==> src/rtl/store_align_buffer_if.sv <==
// rtl/store_align_buffer_if.sv - CPU store/load request and RAM write-port bundle.
interface store_align_buffer_if #(
  parameter int ADDR_W = 10
);
  logic              cpu_we;
  logic              cpu_re;
  logic [31:0]       cpu_addr;
  logic [31:0]       cpu_wdata;
  logic [1:0]        cpu_width;
  logic              cpu_stall;
  logic              misalign_err;
  logic [ADDR_W-1:0] ram_addr;
  logic [3:0]        ram_wea;
  logic [31:0]       ram_dina;
  logic [31:0]       stall_cnt;

  modport master (
    output cpu_we, cpu_re, cpu_addr, cpu_wdata, cpu_width,
    input  cpu_stall, misalign_err, ram_addr, ram_wea, ram_dina, stall_cnt
  );

  modport slave (
    input  cpu_we, cpu_re, cpu_addr, cpu_wdata, cpu_width,
    output cpu_stall, misalign_err, ram_addr, ram_wea, ram_dina, stall_cnt
  );
endinterface

==> src/rtl/store_align_buffer.sv <==
// rtl/store_align_buffer.sv - lane-steering store FIFO draining into a byte-enable RAM port.
// Optional stall-cycle counter enabled by STBUF_STALL_CNT_EN.
module store_align_buffer #(
  parameter int DEPTH  = 2,
  parameter int ADDR_W = 10
) (
  input logic                clk,
  input logic                rst,
  store_align_buffer_if.slave bus
);
  localparam int PW = $clog2(DEPTH);
  localparam int CW = PW + 1;

  typedef struct packed {
    logic [ADDR_W-1:0] addr;
    logic [3:0]        wea;
    logic [31:0]       data;
  } entry_t;

  entry_t        mem [DEPTH];
  entry_t        head;
  logic [PW-1:0] wr_ptr;
  logic [PW-1:0] rd_ptr;
  logic [CW-1:0] count;
  logic [31:0]   last_dina;
  logic          misalign_q;

  logic [1:0]    off;
  logic          st_valid;
  logic [3:0]    st_wea;
  logic [31:0]   st_data;
  logic          empty;
  logic          pop;
  logic          push;
  logic          stall;
  logic          unused;

  assign off    = bus.cpu_addr[1:0];
  assign unused = ^{bus.cpu_addr[31:ADDR_W+2]};

  always_comb begin
    st_valid = 1'b0;
    st_wea   = 4'b0000;
    st_data  = bus.cpu_wdata << {off, 3'b000};
    case (bus.cpu_width)
      2'b00: begin
        st_valid = 1'b1;
        st_wea   = 4'b0001 << off;
      end
      2'b01: begin
        if (off != 2'd3) begin
          st_valid = 1'b1;
          st_wea   = 4'b0011 << off;
        end
      end
      2'b10: begin
        if (off == 2'd0) begin
          st_valid = 1'b1;
          st_wea   = 4'b1111;
        end
      end
      default: ;
    endcase
  end

  assign empty = (count == '0);
  assign pop   = !empty;
  assign head  = mem[rd_ptr];

  // Loads stall on any pending write: the single RAM port is busy showing the head.
  assign stall = (bus.cpu_we && (count == CW'(DEPTH)) && !pop) || (bus.cpu_re && !empty);
  assign push  = bus.cpu_we && st_valid && !stall;

  assign bus.cpu_stall    = stall;
  assign bus.misalign_err = misalign_q;
  assign bus.ram_addr     = empty ? bus.cpu_addr[ADDR_W+1:2] : head.addr;
  assign bus.ram_wea      = empty ? 4'b0000 : head.wea;
  assign bus.ram_dina     = empty ? last_dina : head.data;

  always_ff @(posedge clk) begin
    if (push) begin
      mem[wr_ptr] <= '{addr: bus.cpu_addr[ADDR_W+1:2], wea: st_wea, data: st_data};
    end
  end

  always_ff @(posedge clk or posedge rst) begin
    if (rst) begin
      wr_ptr     <= '0;
      rd_ptr     <= '0;
      count      <= '0;
      last_dina  <= '0;
      misalign_q <= 1'b0;
    end else begin
      misalign_q <= bus.cpu_we && !st_valid;
      if (push) wr_ptr <= wr_ptr + PW'(1);
      if (pop) begin
        rd_ptr    <= rd_ptr + PW'(1);
        last_dina <= head.data;
      end
      count <= count + CW'(push) - CW'(pop);
    end
  end

`ifdef STBUF_STALL_CNT_EN
  logic [31:0] stall_cnt_q;

  always_ff @(posedge clk or posedge rst) begin
    if (rst) begin
      stall_cnt_q <= '0;
    end else if (stall) begin
      stall_cnt_q <= stall_cnt_q + 32'd1;
    end
  end

  assign bus.stall_cnt = stall_cnt_q;
`else
  assign bus.stall_cnt = 32'h0;
`endif
endmodule

==> src/flat_wrapper.sv <==
// flat-port wrapper written by rule: the top's interface ports become plain ports
module store_align_buffer_flat 
#(
  parameter int DEPTH  = 2,
  parameter int ADDR_W = 10
)
  (clk, rst, bus_cpu_we, bus_cpu_re, bus_cpu_addr, bus_cpu_wdata, bus_cpu_width, bus_cpu_stall, bus_misalign_err, bus_ram_addr, bus_ram_wea, bus_ram_dina, bus_stall_cnt);
  store_align_buffer_if #(.ADDR_W(ADDR_W)) bus_i ();
  input logic clk;
  input logic rst;
  input wire logic [$bits(bus_i.cpu_we)-1:0] bus_cpu_we;
  input wire logic [$bits(bus_i.cpu_re)-1:0] bus_cpu_re;
  input wire logic [$bits(bus_i.cpu_addr)-1:0] bus_cpu_addr;
  input wire logic [$bits(bus_i.cpu_wdata)-1:0] bus_cpu_wdata;
  input wire logic [$bits(bus_i.cpu_width)-1:0] bus_cpu_width;
  output wire logic [$bits(bus_i.cpu_stall)-1:0] bus_cpu_stall;
  output wire logic [$bits(bus_i.misalign_err)-1:0] bus_misalign_err;
  output wire logic [$bits(bus_i.ram_addr)-1:0] bus_ram_addr;
  output wire logic [$bits(bus_i.ram_wea)-1:0] bus_ram_wea;
  output wire logic [$bits(bus_i.ram_dina)-1:0] bus_ram_dina;
  output wire logic [$bits(bus_i.stall_cnt)-1:0] bus_stall_cnt;
  assign bus_i.cpu_we = bus_cpu_we;
  assign bus_i.cpu_re = bus_cpu_re;
  assign bus_i.cpu_addr = bus_cpu_addr;
  assign bus_i.cpu_wdata = bus_cpu_wdata;
  assign bus_i.cpu_width = bus_cpu_width;
  assign bus_cpu_stall = bus_i.cpu_stall;
  assign bus_misalign_err = bus_i.misalign_err;
  assign bus_ram_addr = bus_i.ram_addr;
  assign bus_ram_wea = bus_i.ram_wea;
  assign bus_ram_dina = bus_i.ram_dina;
  assign bus_stall_cnt = bus_i.stall_cnt;
  store_align_buffer #(.DEPTH(DEPTH), .ADDR_W(ADDR_W)) u_core (.clk(clk), .rst(rst), .bus(bus_i));
endmodule
==> config.mk <==
export PLATFORM = sky130hd
export DESIGN_NAME = store_align_buffer_flat
export DESIGN_NICKNAME = d
export VERILOG_FILES = /design/src/rtl/store_align_buffer_if.sv /design/src/rtl/store_align_buffer.sv /design/src/flat_wrapper.sv
export SDC_FILE = /design/constraint.sdc
export NUM_CORES = 1
export LEC_CHECK = 0
export CAP_MARGIN = 20
export CORE_MARGIN = 1
export CORE_UTILIZATION = 35
export DETAILED_ROUTE_END_ITERATION = 6
export PLACE_DENSITY = 0.64
export SLEW_MARGIN = 20
export SYNTH_ARGS = -nofsm -noshare
export SYNTH_HDL_FRONTEND = slang
export SYNTH_SLANG_ARGS = --single-unit
==> constraint.sdc <==
create_clock -name clk -period 3.4 [get_ports clk]
set_input_delay 0.68 -clock clk [delete_from_list [all_inputs] [get_ports clk]]
set_output_delay 0.68 -clock clk [all_outputs]
set_load 0.005 [all_outputs]
Yosys cells after proc, flatten, opt, wreduce, memory -nomap -nowiden:

Memory sizes are Yosys's and may differ from the RTL's.
Cells that the tools add are included.

* shift operators: 3
* muxes and demuxes: 11
* add/subtract/negate cells: 4
* equality and inequality tests: 4
* reduce and logical (&&, ||, !) cells: 13

Operators with widths (count)
* two-way mux 32 bit: 1
* << shifter 32 x 5 -> 32 bit: 1
* two-way mux 4 bit: 3
* case mux 4 bit (3 select lines): 1
* two-way mux 10 bit: 1
* logical AND 1 bit: 6
* zero test 2 bit: 3
* equality test 2 bit, second input constant: 2
* two-way mux 1 bit: 4
* << shifter 1 x 2 -> 4 bit, first input constant: 1
* << shifter 2 x 2 -> 4 bit, first input constant: 1
* zero test 1 bit: 3
* case mux 1 bit (3 select lines): 1
* adder 1 bit, second input constant: 2
* adder 2 x 1 -> 2 bit: 1
* equality test 2 x 1 -> 1 bit, second input constant: 1
* != test 2 bit, second input constant: 1
* subtractor 2 x 1 -> 2 bit: 1
* logical OR 1 bit: 1

* memories kept: 1
* output and inout bits: 80
* input bits: 70
* bits in registers: 37
* word-level logic and storage cells: 41
* RAM bits: 92

Memories
* u_core.mem: words 2, bits a word 46, read ports 1, clocked after Yosys merged registers in 0, write ports 1, RTL line store_align_buffer.sv:20 `entry_t mem [DEPTH];`

Longest topological paths before layout:

Gate-level depths: netlist of run 1.

* word-level depth: 8
* gate-level depth with buffers: 10

Worst setup path after synthesis of run 1:

OpenSTA, ideal clock, no wires.

* kind: input-to-reg
* start point: in bus_cpu_addr[0]
* end point: mem u_core.mem[0][0] (netlist bit), enable pin
* data required time: 2.950 ns
* arrival: 3.595 ns
* buffers on the path: 3
* setup slack: -0.644 ns
* stages: 8
* cell sequence: buf_6 -> buf_6 -> buf_6 -> inv_1 -> ha_1 -> nand2b_1 -> nand4_1 -> nor2_1

* word-level cells in the longest chain between the ends: 7
* elaborated cells on any way between the ends: 9
* those cells by class: eq/ne: 1; mux: 5; reduce/logical: 3

Ends and longest elaborated chain
* start: declaration: RTL line flat_wrapper.sv:13 `input wire logic [$bits(bus_i.cpu_addr)-1:0] bus_cpu_addr;`
* != test 2 bit or zero test 2 bit (tied branches): RTL line store_align_buffer.sv:51, store_align_buffer.sv:57
* two-way mux 1 bit (on tied branches): RTL line store_align_buffer.sv:51, store_align_buffer.sv:57
* case mux 1 bit (3 select lines) (*): RTL line store_align_buffer.sv:45 `case (bus.cpu_width)`
* logical AND 1 bit (*) (2 in a row): RTL line store_align_buffer.sv:72 `assign push = bus.cpu_we && st_valid && !stall;`
* two-way mux 1 bit (*): RTL line store_align_buffer.sv:81 `if (push) begin`
* two-way mux 1 bit (implied by the code) (*): RTL line store_align_buffer.sv:82 `mem[wr_ptr] <= '{addr: bus.cpu_addr[ADDR_W+1:2], wea: st_wea, data: st_data};`
* end: declaration: RTL line store_align_buffer.sv:20

Mark *: on every way between the ends. The rest lies on a longest branch, timed or not.

Worst setup path in the final report of run 1:

* start point: reg u_core.count[1]
* end point: out bus_ram_dina[17]

* word-level cells in the longest chain between the ends: 2

Ends and longest elaborated chain
* start: declaration: RTL line store_align_buffer.sv:24 `logic [CW-1:0] count;`
* start signal: assignment: RTL line store_align_buffer.sv:100 `count <= count + CW'(push) - CW'(pop);`
* zero test 2 bit: RTL line store_align_buffer.sv:66 `assign empty = (count == '0);`
* two-way mux 32 bit: RTL line store_align_buffer.sv:78 `assign bus.ram_dina = empty ? last_dina : head.data;`
* end: declaration: RTL line flat_wrapper.sv:20 `output wire logic [$bits(bus_i.ram_dina)-1:0] bus_ram_dina;`

No other way between the ends.

==> reports/summary.md, run 1 <==
Final layout
• 29.21% — P&R area growth vs syn
• 1458 — fill cell count
• 605 — Final nets
• 0 — antenna diode count
• 0.08471 — layout cells sized above 1
• 0.4626 — Final Util

Worst setup path
• 19 — worst-path fanout max
• buffers and inverters — Worst path top cell family by delay
• bus_ram_dina[17] — end point of the critical path
• clkdlybuf4s50_1 — slowest stage cell, crit path
• u_core.count[1] — start point of the critical path
• u_core.mem[0][6] — reg-to-reg endpoint
• reg2out — kind of critical path
• 2 — count of buffering cells on the critical path with inverters included
• 2.72 ns — worst path required time
• flip-flop — startpoint type of the worst setup path
• output pin — type of destination of the critical path
• 5 — critical path depth in cells
• 1.54 ns — Register-to-Register Setup Slack
• 2.38 ns — arrival time at the worst endpoint
• nor2_4 > buf_4 > nand2_1 > o21ai_1 > clkdlybuf4s50_1 — cell-by-cell trace of the critical path
• u_core.count[1] — launching point of the worst reg2reg path
• 4 — depth of the most critical reg-to-reg path
• 0.56 ns — Slowest Stage Delay on Critical Path

Logic synthesis
• edfxtp_1 — top cell type by total area after synthesis
• 0.4875 — share of the synthesized area in the top cell type
• 27 — number of distinct standard cells referenced by the synthesized netlist
• 0.6509 — sequential element share of the synthesized area
• 129 — Synth Register Bits
• 0.2868 — proportion of synthesized flip-flops having asynchronous set or reset
• 428 — cell count after synthesis
• 5667 um2 — Syn Std Cell Area
• 0 — synthesis warning total
• edfxtp_1 49%, dfrtp_1 16%, mux2i_1 11% — biggest area contributors in the synthesized netlist
• 92 — number of flops mapped to enable cells by yosys
• 13.24 um2 — mean area per synthesized cell
• edfxtp_1 — Main synth FF type

Timing
• 0.005237 ns — Setup Skew
• 0.6243 — normalized max-slew margin
• no — RSZ-0062 raised after global routing
• 0.5622 ns — actual transition at the worst max-transition pin
• 0 — count of endpoints failing setup in the final report
• 0 — number of endpoints with negative hold slack in the final report
• 0.9014 — period utilization
• 0 — final max-slew violation count
• 0.3263 GHz — fmax
• 3.065 ns — post-route minimum period
• 0.3352 ns — PnR worst setup slack

Clock tree
• 0.05 ns — clock-pin slew on the worst setup and hold paths
• 2 — number of buffers on the longest clock path
• 0 — buffers inserted by post-CTS timing repair
• 0.41 ns — clock insertion delay at the later pin of the skew report
• 0 — CTS-repair resized insts
• 17 — Inserted Clock Buffers
• 4 — number of H-tree branching levels
• yes — clock tree from TritonCTS
• 0 — total of hold buffers inserted after clock tree synthesis
• 129 — CTS sink cnt
• clkbuf_16 — root buf cell

GRT
• 18180 um — wire length of the first global-routing pass
• 0 — initial antenna violation count
• 3463 — number of global-route vias before repair
• 0 — total congestion overflow after global routing
• 0.1492 — overall routing resource usage
• 47 — maximum number of pins on one net before global-route repair

Die
• 16700 um2 — die area
• 129.2 um — Die X
• 150 — number of placed I/O pins
• 129.2 um — die height
• 46 — Row Count
• 0.3580 — starting density of the core
• 15830 um2 — total core area

Detailed routing
• 0 — count of antenna-violating nets left after detailed routing
• 4.531 — via/cell ratio
• 161 — First DRT Iteration DRCs
• 15.25 um — per-cell routed wire length
• 7 — count of TritonRoute iterations in the first routing pass
• 1 — post-detailed-route DRC marker count
• 3439 — total via count after detailed routing
• 11570 um — Detailed Route WL

Placed design
• 0.5366 ns — Post-Place Worst Slack
• 7896 um — HPWL after detailed placement
• 0.7633 — Final Wtd Congestion
• 97 — Port Buffers

Pwr
• 669.9 nW/um2 — pwr/cell area
• 0.0003964 V — worst IR drop on VDD
• 2.920 nW — static power due to leakage

Status
• DRC — violations in the final reports
• finished with violations — run status

Run
• 0 — Max Cap Violations

Hold path
• reg2reg — type of the tightest min-delay check

cells in the final DEF (no fill, tap or decap), drive strengths merged, types with 16 or more instances in the layout:
| cell type | synthesis | routed |
|---|---|---|
| clkdlybuf4s50 | 0 | 96 |
| edfxtp | 92 | 92 |
| mux2i | 64 | 64 |
| nand2 | 52 | 52 |
| o21ai | 52 | 52 |
| dfrtp | 37 | 37 |
| conb | 1 | 32 |
| clkbuf | 6 | 23 |
| nor2 | 16 | 16 |
area by class of cell:
cell class	count	area, um2	area share
Clock buffer	23	510.5	0.06972
Clock inverter	9	52.55	0.007177
Inverter	7	26.28	0.003589
Multi-Input combinational cell	268	1669	0.2280
Sequential cell	129	3690	0.5039
Tap cell	216	270.3	0.03691
Timing Repair Buffer	107	1104	0.1507
registers in the layout (all words and copies together), names as in the netlist:
| signal | count |
|---|---|
| u_core.bus.misalign_err | 1 |
| u_core.count | 2 |
| u_core.last_dina | 32 |
| u_core.mem | 92 |
| u_core.rd_ptr | 1 |
| u_core.wr_ptr | 1 |
metal layers:
| metal | global-route usage | routed length (um) |
|---|---|---|
| met1 | 0.1829 | 5084 |
| met2 | 0.2423 | 5645 |
| met3 | 0.04500 | 646 |
| met4 | 0.06851 | 195 |
| met5 | 0 | 0 |
worst min path at each step:
stage | endpoint | from | slack, ns | depth (start not counted)
floorplan | u_core.wr_ptr | u_core.wr_ptr | 0.47 | 1
global placement | u_core.last_dina[4] | u_core.last_dina[4] | 0.48 | 2
detailed placement | u_core.last_dina[24] | u_core.last_dina[24] | 0.49 | 2
CTS | u_core.last_dina[8] | u_core.last_dina[8] | 0.50 | 2
global route | u_core.last_dina[2] | u_core.last_dina[2] | 0.53 | 2
finish | u_core.last_dina[8] | u_core.last_dina[8] | 0.49 | 2
power by group:
group	internal, mW	switching (mW)	leakage, nW
clock network	1.05	0.629	0.283
logic	0.610	0.541	1.33
registers	1.96	0.114	1.31
total	3.62	1.28	2.92
synth_stat cells (4+ instances only):
library cell,instances
buf_6,8
a21oi_1,9
a211oi_1,8
o21ai_1,26
buf_2,4
edfxtp_1,92
mux2i_1,64
nand2_1,52
nor2_1,15
dfrtp_1,37
and2_1,8
buf_4,37
inv_1,7
nor2b_1,10
ha_1,5
o21ai_0,26
logic make-up after synthesis:
logic type | Yosys count | synth area share
simple gates | 90 | 0.07110
mux | 64 | 0.1130
flops | 129 | 0.6509
xor+xnor | 3 | 0.004638
fa+ha+maj | 5 | 0.01104
compound gates | 74 | 0.07087
buf+inv | 62 | 0.07772
other cells | 1 | 0.0006618
through the flow:
stage / std cells / hold slack [ns] / power [mW] / instance area, um2 / TNS, ns
after global placement: 727 / 0.4761 / 3.255 / 6759 / 0
after CTS: 759 / 0.5009 / 4.985 / 7322 / 0
after detailed placement: 727 / 0.4855 / 3.281 / 6759 / 0
after floorplan: 459 / 0.4681 / 2.747 / 5783 / -59.27
after global routing: 759 / 0.5266 / 5.157 / 7322 / 0
final: 759 / 0.4913 / 4.905 / 7322 / 0
worst reg2reg max path: cells and delay by family (launching register included):
kind                   cells  cell delay [ns]
and+or+nand+nor            2             0.53
AOI/OAI and AO/OA          1             0.26
buffers and inverters      1             0.28
DFF                        1             0.43
No activity file was read; power rests on OpenSTA's default activity.
==> run 2, diff against run 1 <==
PLACE_DENSITY = 0.62   (was 0.64)
clock period = 3.5 ns   (was 3.4 ns; I/O delays follow)
==> reports/summary.md, run 2 (synthesized netlist as in run 1, its figures left out) <==
Status
• finished clean — run status

GRT
• 0.1436 — overall routing resource usage, -0.005553
• 90 — maximum number of pins on one net before global-route repair, +91%
• 3487 — number of global-route vias before repair, +0.69%
• 0 — total congestion overflow after global routing, unchanged
• 17840 um — wire length of the first global-routing pass, -1.9%
• 0 — initial antenna violation count, unchanged

Hold path
• u_core.last_dina[23] — Worst Hold Launch
• 2 — worst hold path depth, unchanged
• u_core.last_dina[23] — worst-case hold path end point
• reg2reg — type of the tightest min-delay check

Worst setup path
• 1.65 ns — Register-to-Register Setup Slack, +0.11 ns
• 15 — worst-path fanout max, -4
• 0.59 ns — Slowest Stage Delay on Critical Path, +0.03 ns
• buf_4 > mux2i_1 > o21ai_0 > clkdlybuf4s50_1 — cell-by-cell trace of the critical path
• clkdlybuf4s50_1 — slowest stage cell, crit path
• reg2out — kind of critical path
• output pin — type of destination of the critical path
• u_core.mem[1][43] — reg-to-reg endpoint
• 4 — depth of the most critical reg-to-reg path, unchanged
• 2.80 ns — worst path required time, +0.08 ns
• u_core.count[1] — launching point of the worst reg2reg path
• 2.19 ns — arrival time at the worst endpoint, -0.19 ns
• flip-flop — startpoint type of the worst setup path

Clock tree
• 0 — buffers inserted by post-CTS timing repair, unchanged
• clkbuf_16 — root buf cell
• 0 — total of hold buffers inserted after clock tree synthesis, unchanged
• 0.06 ns — clock-pin slew on the worst setup and hold paths, about the same
• 17 — Inserted Clock Buffers, unchanged
• 2 — number of buffers on the longest clock path, unchanged
• 0 — CTS-repair resized insts, unchanged
• yes — clock tree from TritonCTS
• 4 — number of H-tree branching levels, unchanged
• 0.40 ns — clock insertion delay at the later pin of the skew report, about the same
• 129 — CTS sink cnt, unchanged

Final layout
• 3690 um2 — Register Area, unchanged
• 0.4640 — Final Util, +0.001344
• clkdlybuf4s50_1 — most frequent standard cell in the layout excluding fill and tap cells
• u_core.mem: 92 flops, u_core.last_dina: 32 flops, u_core.count: 2 flops — leading registers by flop count
• 0 — antenna diode count, unchanged
• 604 — Final nets, -0.17%
• 1669 um2 — Multi-input gate area, unchanged
• 96 x clkdlybuf4s50_1, 92 x edfxtp_1, 64 x mux2i_1 — most frequent cells in the layout
• 29.59% — P&R area growth vs syn
• 1426 — fill cell count, -2.2%
• 0.08487 — layout cells sized above 1, +0.0001563
• u_core.mem — largest reg by FF count
• 92 — number of flip-flops under the largest register name, unchanged
• 758 — number of standard cells in the final layout excluding fillers, -0.13%

Detailed routing
• 209 — First DRT Iteration DRCs, +30%
• 14.87 um — per-cell routed wire length, -2.4%
• 4 — count of TritonRoute iterations in the first routing pass, -3
• 11270 um — Detailed Route WL, -2.6%
• 3355 — total via count after detailed routing, -2.4%
• 0 — count of antenna-violating nets left after detailed routing, unchanged
• 4.426 — via/cell ratio, -2.3%
• 0 — post-detailed-route DRC marker count, -1

Timing
• 0.3463 GHz — fmax
• 2.887 ns — post-route minimum period
• no — RSZ-0062 raised after global routing
• 0.6125 ns — PnR worst setup slack, +0.2773 ns
• 0.8250 — period utilization
• 0.007581 ns — Setup Skew, +0.002343 ns
• 0 — number of endpoints with negative hold slack in the final report, unchanged
• 0.7467 ns — actual transition at the worst max-transition pin, +0.1844 ns
• 0.4991 — normalized max-slew margin, -0.1251
• 0 — count of endpoints failing setup in the final report, unchanged
• 0 — final max-slew violation count, unchanged

Die
• 0.3580 — starting density of the core, unchanged
• 129.2 um — die height, unchanged
• 16700 um2 — die area, unchanged
• 150 — number of placed I/O pins, unchanged
• 15830 um2 — total core area, unchanged
• 129.2 um — Die X, unchanged
• 46 — Row Count, unchanged

Pwr
• 0.0003649 V — worst IR drop on VDD, -7.9%
• 667.2 nW/um2 — pwr/cell area, -0.39%
• 4.900 mW — total design power, -0.10%
• 2.915 nW — static power due to leakage, -0.17%

Placed design
• 726 — total instance count after detailed placement, -0.14%
• 97 — Port Buffers, unchanged
• 7689 um — HPWL after detailed placement, -2.6%
• 0.6370 ns — Post-Place Worst Slack, +0.1004 ns
• 0.7870 — Final Wtd Congestion, +3.1%

Run
• 0 — Max Cap Violations, unchanged

run 2: changes by cell type in the layout (fill, tap and decap cells not counted), sizes merged:
cell	before	now
bufinv	0	2
clkbuf	23	21
buf	11	10
clkinvlp	1	3
clkinv	7	5
run 2: area by class of cell:
| type | instances | share of cell area |
|---|---|---|
| Inverter | 7 | 0.003578 |
| Clock buffer | 21 | 0.06713 |
| Timing Repair Buffer | 106 | 0.1459 |
| Clock inverter | 11 | 0.01687 |
| Tap cell | 216 | 0.03680 |
| Multi-Input combinational cell | 268 | 0.2273 |
| Sequential cell | 129 | 0.5025 |
run 2: how the worst max path moves through the flow:
stage | end | start | depth (start not counted)
final | bus_ram_dina[3] | u_core.rd_ptr | 4
after global routing | bus_ram_dina[31] | u_core.rd_ptr | 4
after CTS | bus_ram_dina[3] | u_core.rd_ptr | 4
after detailed placement | u_core.mem[1][5] | bus_cpu_addr[1] | 7
after global placement | u_core.mem[1][7] | bus_cpu_addr[1] | 7
after floorplan | u_core.mem[0][0] | bus_cpu_addr[0] | 8
run 2: metrics by stage:
stage	instance area (um2)	setup TNS (ns)	hold WS (ns)
after floorplan	5783	-51.91	0.4681
after global placement	6726	0	0.4793
after detailed placement	6726	0	0.4874
after CTS	7343	0	0.4988
after global routing	7343	0	0.5348
final	7343	0	0.4921
run 2: where the power goes:
part	total [mW]	switching (mW)	internal, mW
logic	1.13	0.547	0.579
registers	1.99	0.0821	1.91
clock network	1.79	0.631	1.15
total	4.90	1.26	3.64
run 2: worst max-delay path: cells and delay by family, from the launching register on:
family | cells | cell delay (ns)
multiplexers | 1 | 0.12
flip-flops | 1 | 0.48
buffers and inverters | 2 | 0.91
AO/OA/AOI/OAI | 1 | 0.28
run 2: per-layer routing:
metal	up-vias	wire length [um]	global-route usage
li1	1659	-	-
met1	1608	5092	0.1801
met2	75	5517	0.2356
met3	13	487	0.04005
met4	0	176	0.05606
met5	-	0	0
==> run 3, diff against run 2 <==
clock period = 2.9 ns   (was 3.5 ns; I/O delays follow)
==> reports/summary.md, run 3 (synthesized netlist as in run 1, its figures left out) <==
Timing
• 0.5627 ns — actual transition at the worst max-transition pin, -0.1840 ns
• 2.733 ns — post-route minimum period
• 0 — final max-slew violation count, unchanged
• 0.3660 GHz — fmax
• no — RSZ-0062 raised after global routing
• 0 — number of endpoints with negative hold slack in the final report, unchanged
• 0.9422 — period utilization
• 0.004451 ns — Setup Skew, -0.003130 ns
• 0.1675 ns — PnR worst setup slack, -0.4451 ns
• 0 ns — Fin Setup TNS, unchanged
• 0 — count of endpoints failing setup in the final report, unchanged
• 0.6249 — normalized max-slew margin, +0.1257

GRT
• 0.1452 — overall routing resource usage, +0.001534
• 3338 — number of global-route vias before repair, -4.3%
• 17780 um — wire length of the first global-routing pass, -0.35%
• 0 — total congestion overflow after global routing, unchanged
• 90 — maximum number of pins on one net before global-route repair, unchanged
• 0 — initial antenna violation count, unchanged

Detailed routing
• 4.518 — via/cell ratio, +2.1%
• 0 — post-detailed-route DRC marker count, unchanged
• 0 — count of antenna-violating nets left after detailed routing, unchanged
• 3456 — total via count after detailed routing, +3.0%
• 11580 um — Detailed Route WL, +2.7%
• 15.14 um — per-cell routed wire length, +1.8%
• 6 — count of TritonRoute iterations in the first routing pass, +2
• 188 — First DRT Iteration DRCs, -10%

Hold path
• reg2reg — type of the tightest min-delay check
• u_core.last_dina[11] — Worst Hold Launch
• u_core.last_dina[11] — worst-case hold path end point
• 2 — worst hold path depth, unchanged

Worst setup path
• u_core.mem[1][43] — reg-to-reg endpoint
• 4 — depth of the most critical reg-to-reg path, unchanged
• 0.63 ns — Slowest Stage Delay on Critical Path, +0.04 ns
• u_core.count[1] — launching point of the worst reg2reg path
• clkdlybuf4s50_1 — slowest stage cell, crit path
• reg2out — kind of critical path
• output pin — type of destination of the critical path
• buf_12 > mux2i_1 > o21ai_0 > clkdlybuf4s50_1 — cell-by-cell trace of the critical path
• 2.32 ns — worst path required time, -0.48 ns
• 2.15 ns — arrival time at the worst endpoint, -0.04 ns
• flip-flop — startpoint type of the worst setup path
• 1.11 ns — Register-to-Register Setup Slack, -0.54 ns
• 27 — worst-path fanout max, +12

Clock tree
• yes — clock tree from TritonCTS
• 0.41 ns — clock insertion delay at the later pin of the skew report, about the same
• clkbuf_16 — root buf cell
• 2 — number of buffers on the longest clock path, unchanged
• 129 — CTS sink cnt, unchanged
• 17 — Inserted Clock Buffers, unchanged
• 4 — number of H-tree branching levels, unchanged
• 0.06 ns — clock-pin slew on the worst setup and hold paths, about the same

Die
• 129.2 um — Die X, unchanged
• 150 — number of placed I/O pins, unchanged
• 129.2 um — die height, unchanged
• 46 — Row Count, unchanged
• 0.3580 — starting density of the core, unchanged
• 16700 um2 — die area, unchanged
• 15830 um2 — total core area, unchanged

Final layout
• 0.09836 — layout cells sized above 1, +0.01349
• u_core.mem — largest reg by FF count
• 96 x clkdlybuf4s50_1, 92 x edfxtp_1, 64 x mux2i_1 — most frequent cells in the layout
• 0.4711 — Final Util, +0.007114
• 7456 um2 — final design area excluding fillers, +1.5%
• 31.57% — P&R area growth vs syn
• 1416 — fill cell count, -0.70%
• clkdlybuf4s50_1 — most frequent standard cell in the layout excluding fill and tap cells
• 0 — antenna diode count, unchanged
• 92 — number of flip-flops under the largest register name, unchanged
• u_core.mem: 92 flops, u_core.last_dina: 32 flops, u_core.count: 2 flops — leading registers by flop count
• 611 — Final nets, +1.2%

Pwr
• 2.977 nW — static power due to leakage, +2.1%
• 6.187 mW — total design power, +26%
• 0.0004116 V — worst IR drop on VDD, +13%
• 829.8 nW/um2 — pwr/cell area, +24%

Status
• finished clean — run status

Placed design
• 97 — Port Buffers, unchanged
• 0.7669 — Final Wtd Congestion, -2.6%
• 6754 um2 — placement-stage cell area, +0.41%
• 0.2064 ns — Post-Place Worst Slack, -0.4306 ns
• 7770 um — HPWL after detailed placement, +1.1%

Run
• 0 — Max Cap Violations, unchanged

==> run 3: cell count changes in the layout (fill, tap and decap cells not counted) <==
cell,before,now
buf_12,3,4
buf_4,6,12
bufinv_16,2,5
clkbuf_1,1,0
clkbuf_16,19,17
clkbuf_8,1,2
clkinv_1,1,0
clkinv_2,3,2
clkinv_4,1,3
dfrtp_2,1,0
dfrtp_4,0,1
inv_1,6,7
inv_6,2,0
==> run 3: worst max-delay path by stage <==
stage                     from                end  slack, ns  cells past startpoint
2_1_floorplan  bus_cpu_addr[0]   u_core.mem[0][0]      -0.31                      8
3_3_place_gp   bus_cpu_addr[1]  u_core.mem[1][45]       0.28                      7
3_5_place_dp   bus_cpu_addr[1]  u_core.mem[1][44]       0.21                      7
4_1_cts          u_core.rd_ptr   bus_ram_dina[12]     0.0006                      4
5_1_grt        u_core.count[1]    bus_ram_dina[6]       0.02                      5
6_report         u_core.rd_ptr    bus_ram_dina[9]       0.17                      4
==> run 3: layer usage <==
layer  up-vias  global-route usage  share of wire  wire, um
met5         -                   0              0         0
met4         0             0.06021          0.015       179
met3        15             0.04335          0.052       605
met2        94              0.2321           0.48      5545
met1      1667              0.1838           0.45      5249
li1       1680                   -              -         -
==> run 3: stage by stage <==
| stage | instances | hold WS, ns |
|---|---|---|
| final | 765 | 0.4854 |
| after global routing | 765 | 0.5216 |
| after CTS | 760 | 0.4910 |
| after detailed placement | 728 | 0.4782 |
| after global placement | 728 | 0.4767 |
| after floorplan | 459 | 0.4856 |
==> run 3: power breakdown <==
group | internal (mW) | total (mW) | leakage [nW] | switching, mW
registers | 2.30 | 2.40 | 1.31 | 0.0979
clock network | 1.57 | 2.34 | 0.315 | 0.772
logic | 0.764 | 1.44 | 1.35 | 0.680
==> run 3: area by class of cell <==
type / instances / area [um2] / area share
inverter: 7 / 26.28 / 0.003524
clock inverter: 13 / 209.0 / 0.02802
multi-input combinational: 268 / 1669 / 0.2239
sequential: 129 / 3692 / 0.4952
tap: 216 / 270.3 / 0.03625
timing repair buffer: 113 / 1136 / 0.1524
clock buffer: 19 / 452.9 / 0.06075
==> run 3: timing repair <==
item,in CTS,in global routing
hold buffers,0,0
buffers inserted,0,5
setup endpoints to repair,0,11
resized for setup,0,1
==> run 3: worst max-delay path: cells and delay by family, from the launching register on <==
kind                   cells  cell delay [ns]
multiplexers               1             0.13
flip-flops                 1             0.53
buffers and inverters      2             0.84
AO/OA/AOI/OAI              1             0.22
